==> src/rtl/rr_encoder.sv <==
// rr_encoder: round-robin request encoder.
// Arbitrates 2**WIDTH request lines with a rotating priority pointer. The
// winner's index is offered as a binary code over a valid/ready handshake.
// After each accepted grant, the pointer moves to the line just past the winner.
// All outputs are registered. Reset is asynchronous and active-high.
// Optional feature: define RR_ENCODER_LATCH_EN to hold single-cycle request
// pulses in a pending register until they are granted.

module rr_encoder #(
    parameter int WIDTH = 4
) (
    input  logic                    clk,
    input  logic                    rst,
    input  logic [(2**WIDTH)-1:0]   req_i,
    input  logic                    code_ready_i,
    output logic                    code_valid_o,
    output logic [WIDTH-1:0]        code_o
);

    localparam int N = 2**WIDTH;

    typedef enum logic {
        IDLE  = 1'b0,
        OFFER = 1'b1
    } state_t;

    state_t           state_q, state_d;
    logic [WIDTH-1:0] ptr_q, ptr_d;
    logic [WIDTH-1:0] code_q, code_d;
    logic             valid_q, valid_d;
    logic [N-1:0]     elig;
    logic [WIDTH-1:0] win_idx;
    logic [WIDTH-1:0] cand;
    logic             handshake;

    assign handshake = valid_q & code_ready_i;

`ifdef RR_ENCODER_LATCH_EN
    logic [N-1:0] pending_q, pending_d;

    // Remember every request seen. The granted line is dropped on handshake
    // unless it is requested again in that same cycle.
    always_comb begin
        // NOTE: every combinational output gets a default first, so no path leaves it unassigned and no latch is inferred.
        pending_d = pending_q | req_i;
        if (handshake) begin
            pending_d[code_q] = req_i[code_q];
        end
    end

    // Pending register, cleared by reset.
    always_ff @(posedge clk or posedge rst) begin
        if (rst) begin
            pending_q <= '0;
        end else begin
            pending_q <= pending_d;
        end
    end

    assign elig = req_i | pending_q;
`else
    assign elig = req_i;
`endif

    // Rotating-priority search. Scan from the highest offset down so that the
    // last hit is the lowest offset at or above ptr, wrapping modulo N.
    always_comb begin
        win_idx = ptr_q;
        cand    = ptr_q;
        for (int k = N - 1; k >= 0; k--) begin
            cand = ptr_q + WIDTH'(k);
            if (elig[cand]) begin
                win_idx = cand;
            end
        end
    end

    // State register, plus the pointer and the registered outputs.
    always_ff @(posedge clk or posedge rst) begin
        if (rst) begin
            // NOTE: non-blocking assignments here, so that every register samples pre-edge values.
            state_q <= IDLE;
            ptr_q   <= '0;
            code_q  <= '0;
            valid_q <= 1'b0;
        end else begin
            state_q <= state_d;
            ptr_q   <= ptr_d;
            code_q  <= code_d;
            valid_q <= valid_d;
        end
    end

    // Next-state logic. An offer is left only when the handshake completes.
    always_comb begin
        state_d = state_q;
        case (state_q)
            IDLE:    if (|elig)        state_d = OFFER;
            OFFER:   if (code_ready_i) state_d = IDLE;
            default:                   state_d = IDLE;
        endcase
    end

    // Output and pointer next values. A grant is latched in IDLE and stays
    // unchanged until it is accepted. Acceptance moves the pointer past the winner.
    always_comb begin
        code_d  = code_q;
        ptr_d   = ptr_q;
        valid_d = 1'b0;
        case (state_q)
            IDLE: begin
                if (|elig) begin
                    code_d  = win_idx;
                    valid_d = 1'b1;
                end
            end
            OFFER: begin
                valid_d = 1'b1;
                if (code_ready_i) begin
                    valid_d = 1'b0;
                    ptr_d   = code_q + 1'b1;
                end
            end
            default: begin
                valid_d = 1'b0;
            end
        endcase
    end

    assign code_valid_o = valid_q;
    assign code_o       = code_q;

endmodule

==> config.mk <==
export PLATFORM = sky130hd
export DESIGN_NAME = rr_encoder
export DESIGN_NICKNAME = d
export VERILOG_FILES = /design/src/rtl/rr_encoder.sv
export SDC_FILE = /design/constraint.sdc
export NUM_CORES = 1
export LEC_CHECK = 0
export CAP_MARGIN = 40
export CORE_UTILIZATION = 60
export DETAILED_ROUTE_END_ITERATION = 8
export PLACE_DENSITY = 0.82
export SYNTH_ARGS = -nofsm -noshare
export SYNTH_HDL_FRONTEND = slang
export SYNTH_SLANG_ARGS = --single-unit
==> constraint.sdc <==
create_clock -name clk -period 6.85 [get_ports clk]
set_clock_uncertainty 0.2 [all_clocks]
set_input_delay 0.685 -clock clk [delete_from_list [all_inputs] [get_ports clk]]
set_output_delay 0.685 -clock clk [all_outputs]
set_load 0.005 [all_outputs]
Word-level counts from Yosys, hierarchy flattened
Index checks and enable logic that the tools add are counted.

Output and inout port bits: 5. Register bits after elaboration: 9. Logic and storage cells: 90. Bits of input ports: 19.

Bitwise gates (word level): 1. Add/subtract/negate cells: 16. Order comparisons: 16. Multiplexer cells: 51. Reductions and logical operators: 3.

Operator list (number): 4-bit by 5-bit < comparator with 1-bit output, second input constant (16); 1-bit binary-select mux with 4-bit select (16); 4-bit 2-to-1 mux (16); 4-bit adder, second input constant (8); 1-bit 2-to-1 mux (18); 4-bit by 3-bit adder with 4-bit output, second input constant (4); 16-bit OR reduction (1); 4-bit by 1-bit adder with 4-bit output, second input constant (2); 4-bit by 2-bit adder with 4-bit output, second input constant (2); 2-bit AND reduction (2); 1-bit case mux with 2 select lines (1); 1-bit NOT (1).

Depth between registers and ports, before layout
Gate-level depths: netlist (run 1).

Word-level depth: 19. Mapped depth: 17. Depth with buffers taken out: 10.

Worst setup path before layout (run 1)
OpenSTA, ideal clock, no wires.

Path kind: flip-flop to flip-flop. From: register ptr_q[1]. To: register code_q[1] (netlist: code_o[1]). Clock period less this slack: 3712 ps. Cell stages (with the launch flop): 14. Required time: 6521 ps. Buffers on the path: 5. Library setup time: 129 ps. Slack: 3138 ps. Data arrival time: 3383 ps. Cells stage by stage: dfrtp_1 -> buf_6 -> buf_8 -> buf_8 -> buf_2 -> inv_1 -> ha_1 -> buf_6 -> mux4_2 -> mux2i_1 -> mux2_2 -> nand2_1 -> or2_2 -> o41a_1.

Cells in the longest elaborated chain, start to end: 19. Elaborated cells on any way between the ends: 63. Classes of those cells: add/sub: 15; mux: 48.

Ends and longest elaborated chain: start, declared (line 28) `logic [WIDTH-1:0] ptr_q, ptr_d;`; start signal, assigned (line 88) `ptr_q <= ptr_d;`; 4-bit adder (line 71) `cand = ptr_q + WIDTH'(k);`; 1-bit binary-select mux with 4-bit select (line 72) `if (elig[cand]) begin`; 1-bit 2-to-1 mux (implied by the code) (line 72); 4-bit 2-to-1 mux (15 in a row) (line 72); 4-bit 2-to-1 mux * (line 72); end signal, assigned (line 89) `code_q <= code_d;`; end, declared (line 29) `logic [WIDTH-1:0] code_q, code_d;`.

Every way passes the cells marked *; elsewhere a longest branch is shown, timed or not. The select of a mux whose other input is x is not followed. A chain may end at the register's enable or synchronous reset.

Worst setup path in the final report (run 1)
From: register ptr_q[0]. To: register code_q[1] (netlist: code_o[1]).

The elaborated chain is that of the path after synthesis.

==> flow_summary.json, run 1 <==
{
  "synth_sequential_area_ratio_pct": 7.96,
  "post-synth-top-area-cell": "mux4_2",
  "clockBufferDepth": 2,
  "io_pins": 24,
  "synth_edf_count": 0,
  "route.detailed.drc": 0,
  "cts_resized": 0,
  "initial_core_util_pct": 63.7,
  "antenna_found_initial": 0,
  "slew_viol_final": 0,
  "final_antenna_net_count": 0,
  "cp.arrival_ps": 4450,
  "min_period_over_period_pct": 65.4,
  "cts_tree": "yes",
  "setup_violations": 0,
  "fmax_ghz": 0.223,
  "synthFlopType": "dfrtp_1",
  "drt_iter0_drc": 319,
  "drv_cap": 0,
  "area_growth_pct": 7.39,
  "viasPerCell": 7.46,
  "overflow": 0,
  "rows": 24,
  "ys_types": 62,
  "holdCritPathClass": "reg -> reg",
  "syn_avg_cell_area_um2": 9.13,
  "syn-cell-area_um2": 2830,
  "finalWirelength_mm": 8.41,
  "synth_warnings": 0,
  "die-area_um2": 4990,
  "drive_gt1_share_pct": 19.2,
  "finalHoldViolations": 0,
  "cp-end-kind": "flop",
  "numCtsBuffers": 3,
  "grt_usage_pct": 36.4,
  "syn_nets": 337,
  "async_flop_share_pct": 100,
  "rsz0062_at_grt": "false",
  "grt_pass1_wl_mm": 14.0,
  "status": "complete, no violations",
  "vias": 2751,
  "insertion_delay_ps": 240,
  "fin_setup_tns_ps": 0,
  "global_route.peak_usage_layer": "met1",
  "synthDominantCellAreaShare_pct": 23.1,
  "die_height_um": 70.7,
  "cts_root_buf": "clkbuf_8",
  "use_met3_pct": 4.56,
  "cts.clk_slew.worst_paths_ps": 40,
  "grt_start_max_net_pins": 37,
  "worstPathMaxFanout": 36,
  "period_needed_ps": 4480,
  "core_um2": 4440,
  "use_met2_pct": 55.1,
  "cts-htree-levels": 1,
  "critPathLaunchType": "flop",
  "diodes": 0,
  "criticalPathCategory": "reg -> reg",
  "first_pass_iters": 5,
  "grt_pass1_vias": 2653,
  "fp.dieW_um": 70.7,
  "dp_hpwl_mm": 6.27,
  "required_ps": 6820,
  "wl_per_cell_um": 22.8,
  "fin_nets": 345,
  "synth-seq-cells": 9,
  "cts.sinks": 9,
  "cts_setup_buffers": 0,
  "io_buffers": 23,
  "slew_headroom_pct": 43.1,
  "worst_pin_slew_ps": 854,
  "ys_top_cells_by_area": "mux4_2 23%, mux2i_1 13%, dfrtp_1 8.0%",
  "syn_inst": 310,
  "cts-hold-fix-buffers": 0,
  "place.gp.congestion": 1.01,
  "grtUsageMet1_pct": 55.5
}
==> path summary, 6_finish.rpt <==
path | cells past startpoint | startpoint | endpoint | slack, ps
setup / recovery | 11 | ptr_q[0] | code_o[1] | 2370
setup reg to reg | 11 | ptr_q[0] | code_o[1] | 2370
hold reg to reg | 1 | code_valid_o | code_valid_o | 380
min in group asynchronous | 2 | rst | code_o[0] | 510
hold / removal | 1 | code_valid_o | code_valid_o | 380
max in group asynchronous | 2 | rst | ptr_q[1] | 5660
==> metrics by stage <==
step                instances  instance area, µm²  worst slack, ps  hold slack, ps  utilization (%)
floorplan                 310                2830             3140             313                -
global placement          364                2970             2230             344             66.9
detailed placement        365                2990             2520             355             67.3
CTS                       369                3040             2490             365             68.4
global route              369                3040             2070             408             68.4
finish                    369                3040             2370             376             68.4
==> cell usage after synthesis, types with 3 or more instances <==
master,number
inv_2,3
buf_6,6
a31oi_1,3
nor3_1,12
nor2_1,23
a221oi_1,4
a211oi_1,3
a21oi_1,13
ha_1,8
xnor2_1,9
nand2_1,23
xnor2_2,3
mux4_2,29
buf_2,7
mux2i_1,36
clkbuf_1,5
dfrtp_1,9
inv_1,8
a21boi_1,3
o221ai_1,4
mux2_2,13
o21ai_0,11
and2_1,3
nor4_1,4
nand3_1,7
nor2b_1,3
o21ai_1,5
nor3b_1,6
xor2_1,4
==> routing by layer <==
metal	vias to the layer above	share of wire (%)
met4	0	1.8
met1	1339	45
met3	19	7.9
met2	166	46
met5	-	0
li1	1227	-
==> final cells by class <==
class,instances,area (µm²)
Tap cell,52,65.1
Fill cell,373,1410
Timing Repair Buffer,26,265
Multi-Input combinational cell,267,2390
Sequential cell,9,226
Clock buffer,4,45.0
Inverter,11,41.3
==> critical path, cell delays in order, from the launching register on <==
cell and delay (ps):
dfrtp_1 320, buf_4 420, inv_2 210, ha_1 900, mux4_2 660, mux2i_1 460
mux2i_4 210, or3_1 380, o21ai_1 100, o2111ai_1 140, a31oi_1 230, o41a_1 170
==> cell usage in the layout (no fill, tap or decap), types with 9 or more instances in the layout <==
master / count
mux2i_1: 36
mux4_2: 29
clkdlybuf4s50_1: 23
a21oi_1: 13
mux2_2: 13
nor3_1: 12
o21ai_0: 11
nand2_1: 23
nor2_1: 23
xnor2_1: 9
==> registers in the layout, indices dropped and copies added (netlist names) <==
signal and flops:
ptr_q 4, code_valid_o 1, code_o 4
==> kinds of logic after synthesis <==
kind of cell | after synthesis | synth area share (%)
muxes | 79 | 41.8
buffers and inverters | 34 | 7.39
and+or+nand+nor | 94 | 16.3
AOI/OAI and AO/OA | 70 | 17.2
xor gates and xnor gates | 16 | 5.75
DFF | 9 | 7.96
adders and majority gates | 8 | 3.54
Power of run 1 is not shown: default switching activity piles up to over one toggle a cycle in this logic, so the estimate is an artifact.
==> run 2, diff against run 1 <==
- CORE_UTILIZATION: 60 -> 54
- PLACE_DENSITY: 0.82 -> 0.78
- clock period: 6.85 -> 3.8 ns (I/O delays scaled with it)
==> run 2 against run 1 <==
  * First-iteration DRC count decreased by 4.4%
  * Count of clock-buffer cells in the layout unchanged
  * Sequential share of layout area decreased by 0.23 points
  * Worst hold slack got worse by 150 ps
  * Non-clock buffer count increased by 12
  * Die area increased by 11%
  * Utilization decreased by 4.1 points
  * Wire length decreased by 0.77%
  * Register-to-register slack got worse by 2100 ps
  * Critical path depth decreased by 2
  * Critical endpoint unchanged
==> flow_summary.json, run 2 (synthesis gave the netlist of run 1 again) <==
{
  "status": "complete, no violations",
  "final_antenna_net_count": 0,
  "cpMostUsedCell": "mux4_2",
  "cts-hold-fix-buffers": 0,
  "cts.clk_slew.worst_paths_ps": 50,
  "grt_start_max_net_pins": 28,
  "area_growth_pct": 10.8,
  "diodes": 0,
  "critical_path.max_stage_delay_ps": 630,
  "viasPerCell": 7.06,
  "clockBufferDepth": 2,
  "numCtsBuffers": 3,
  "first_pass_iters": 5,
  "finalHoldViolations": 0,
  "drive_gt1_share_pct": 22.2,
  "antenna_found_initial": 0,
  "cts.sinks": 9,
  "min_period_over_period_pct": 91.8,
  "die-area_um2": 5530,
  "fin_nets": 357,
  "holdCritPathClass": "in -> async",
  "crit_family": "multiplexers",
  "worstPathMaxFanout": 10,
  "crit_start": "ptr_q[0]",
  "grt_pass1_wl_mm": 13.5,
  "slew_viol_final": 0,
  "fin_setup_tns_ps": 0,
  "insertion_delay_ps": 230,
  "endpoint": "code_o[1]",
  "die_height_um": 74.4,
  "worst_pin_slew_ps": 584,
  "finalWirelength_mm": 8.35,
  "cp_num_cells": 9,
  "io_buffers": 23,
  "grt_usage_pct": 32.4,
  "wl_per_cell_um": 21.1,
  "drv_cap": 0,
  "criticalPathCategory": "reg -> reg",
  "cts_resized": 0,
  "reg2reg_slack_ps": 310,
  "core_um2": 4880,
  "setup_violations": 0,
  "slowest_stage": "mux4_2",
  "vias": 2794,
  "cts_setup_buffers": 0,
  "cp-end-kind": "flop",
  "grt_pass1_vias": 2681,
  "path_cells": "inv_2 > ha_1 > mux4_2 > mux4_2 > or3_1 > o21ai_1 > o2111ai_1 > a31oi_1 > o41a_1",
  "drt_iter0_drc": 305,
  "layout_common_cells": "36 x mux2i_1, 29 x mux4_2, 23 x nand2_1, 23 x nor2_1, 23 x clkdlybuf4s50_1",
  "dp_hpwl_mm": 6.46,
  "rows": 25,
  "required_ps": 3770,
  "place.gp.congestion": 1.01,
  "io_pins": 24,
  "slew_headroom_pct": 60.9,
  "initial_core_util_pct": 58.0,
  "cts_root_buf": "clkbuf_8",
  "reg2reg_depth": 9,
  "r2r-start": "ptr_q[0]",
  "rsz0062_at_grt": "false",
  "cts_tree": "yes",
  "fp.dieW_um": 74.4,
  "cp.arrival_ps": 3460,
  "cts-htree-levels": 1,
  "overflow": 0,
  "critPathLaunchType": "flop",
  "r2r-end": "code_o[1]",
  "mostFrequentLayoutCell": "mux2i_1",
  "fmax_ghz": 0.287,
  "period_needed_ps": 3490,
  "cp.buffers_inverters": 1,
  "route.detailed.drc": 0
}
run 2: cell count changes in the layout (fill, tap and decap cells not counted), sizes merged:
cell  change
buf      +12
run 2: how the worst min path moves through the flow:
stage / end / slack [ps] / cells past startpoint
global placement: code_valid_o / 340 / 1
global route: code_o[3] / 270 / 2
finish: ptr_q[3] / 230 / 2
detailed placement: code_valid_o / 350 / 1
floorplan: code_o[0] / 8 / 1
CTS: ptr_q[3] / 240 / 2
run 2: layer usage:
metal | GRT usage (%) | share of wire, %
met1 | 46.3 | 41
met3 | 5.42 | 9.7
met5 | 0 | 0
met2 | 50.5 | 47
met4 | 9.85 | 2.9
run 2: cell type report:
| type | count | area, µm² |
|---|---|---|
| multi-input combinational | 267 | 2390 |
| fill | 425 | 1750 |
| timing repair buffer | 38 | 343 |
| sequential | 9 | 226 |
| tap | 67 | 83.8 |
| clock buffer | 4 | 45.0 |
| inverter | 11 | 41.3 |
run 2: worst register-to-register path: stages (launching register included):
cell       delay, ps
dfrtp_1          360
inv_2             90
ha_1             540
mux4_2           630
mux4_2           600
or3_1            340
o21ai_1           80
o2111ai_1        130
a31oi_1          260
o41a_1           170
run 2: per-stage QoR:
stage / util, % / cell area [µm²] / std cells / setup slack [ps] / hold slack (ps)
2_1_floorplan: - / 2830 / 310 / 87.8 / 7.92
3_3_place_gp: 63.3 / 3090 / 392 / 373 / 337
3_5_place_dp: 63.3 / 3090 / 392 / 350 / 345
4_1_cts: 64.2 / 3130 / 396 / 310 / 236
5_1_grt: 64.2 / 3130 / 396 / 66.5 / 272
6_report: 64.2 / 3130 / 396 / 313 / 227
Power of run 2 is left out for the same reason.
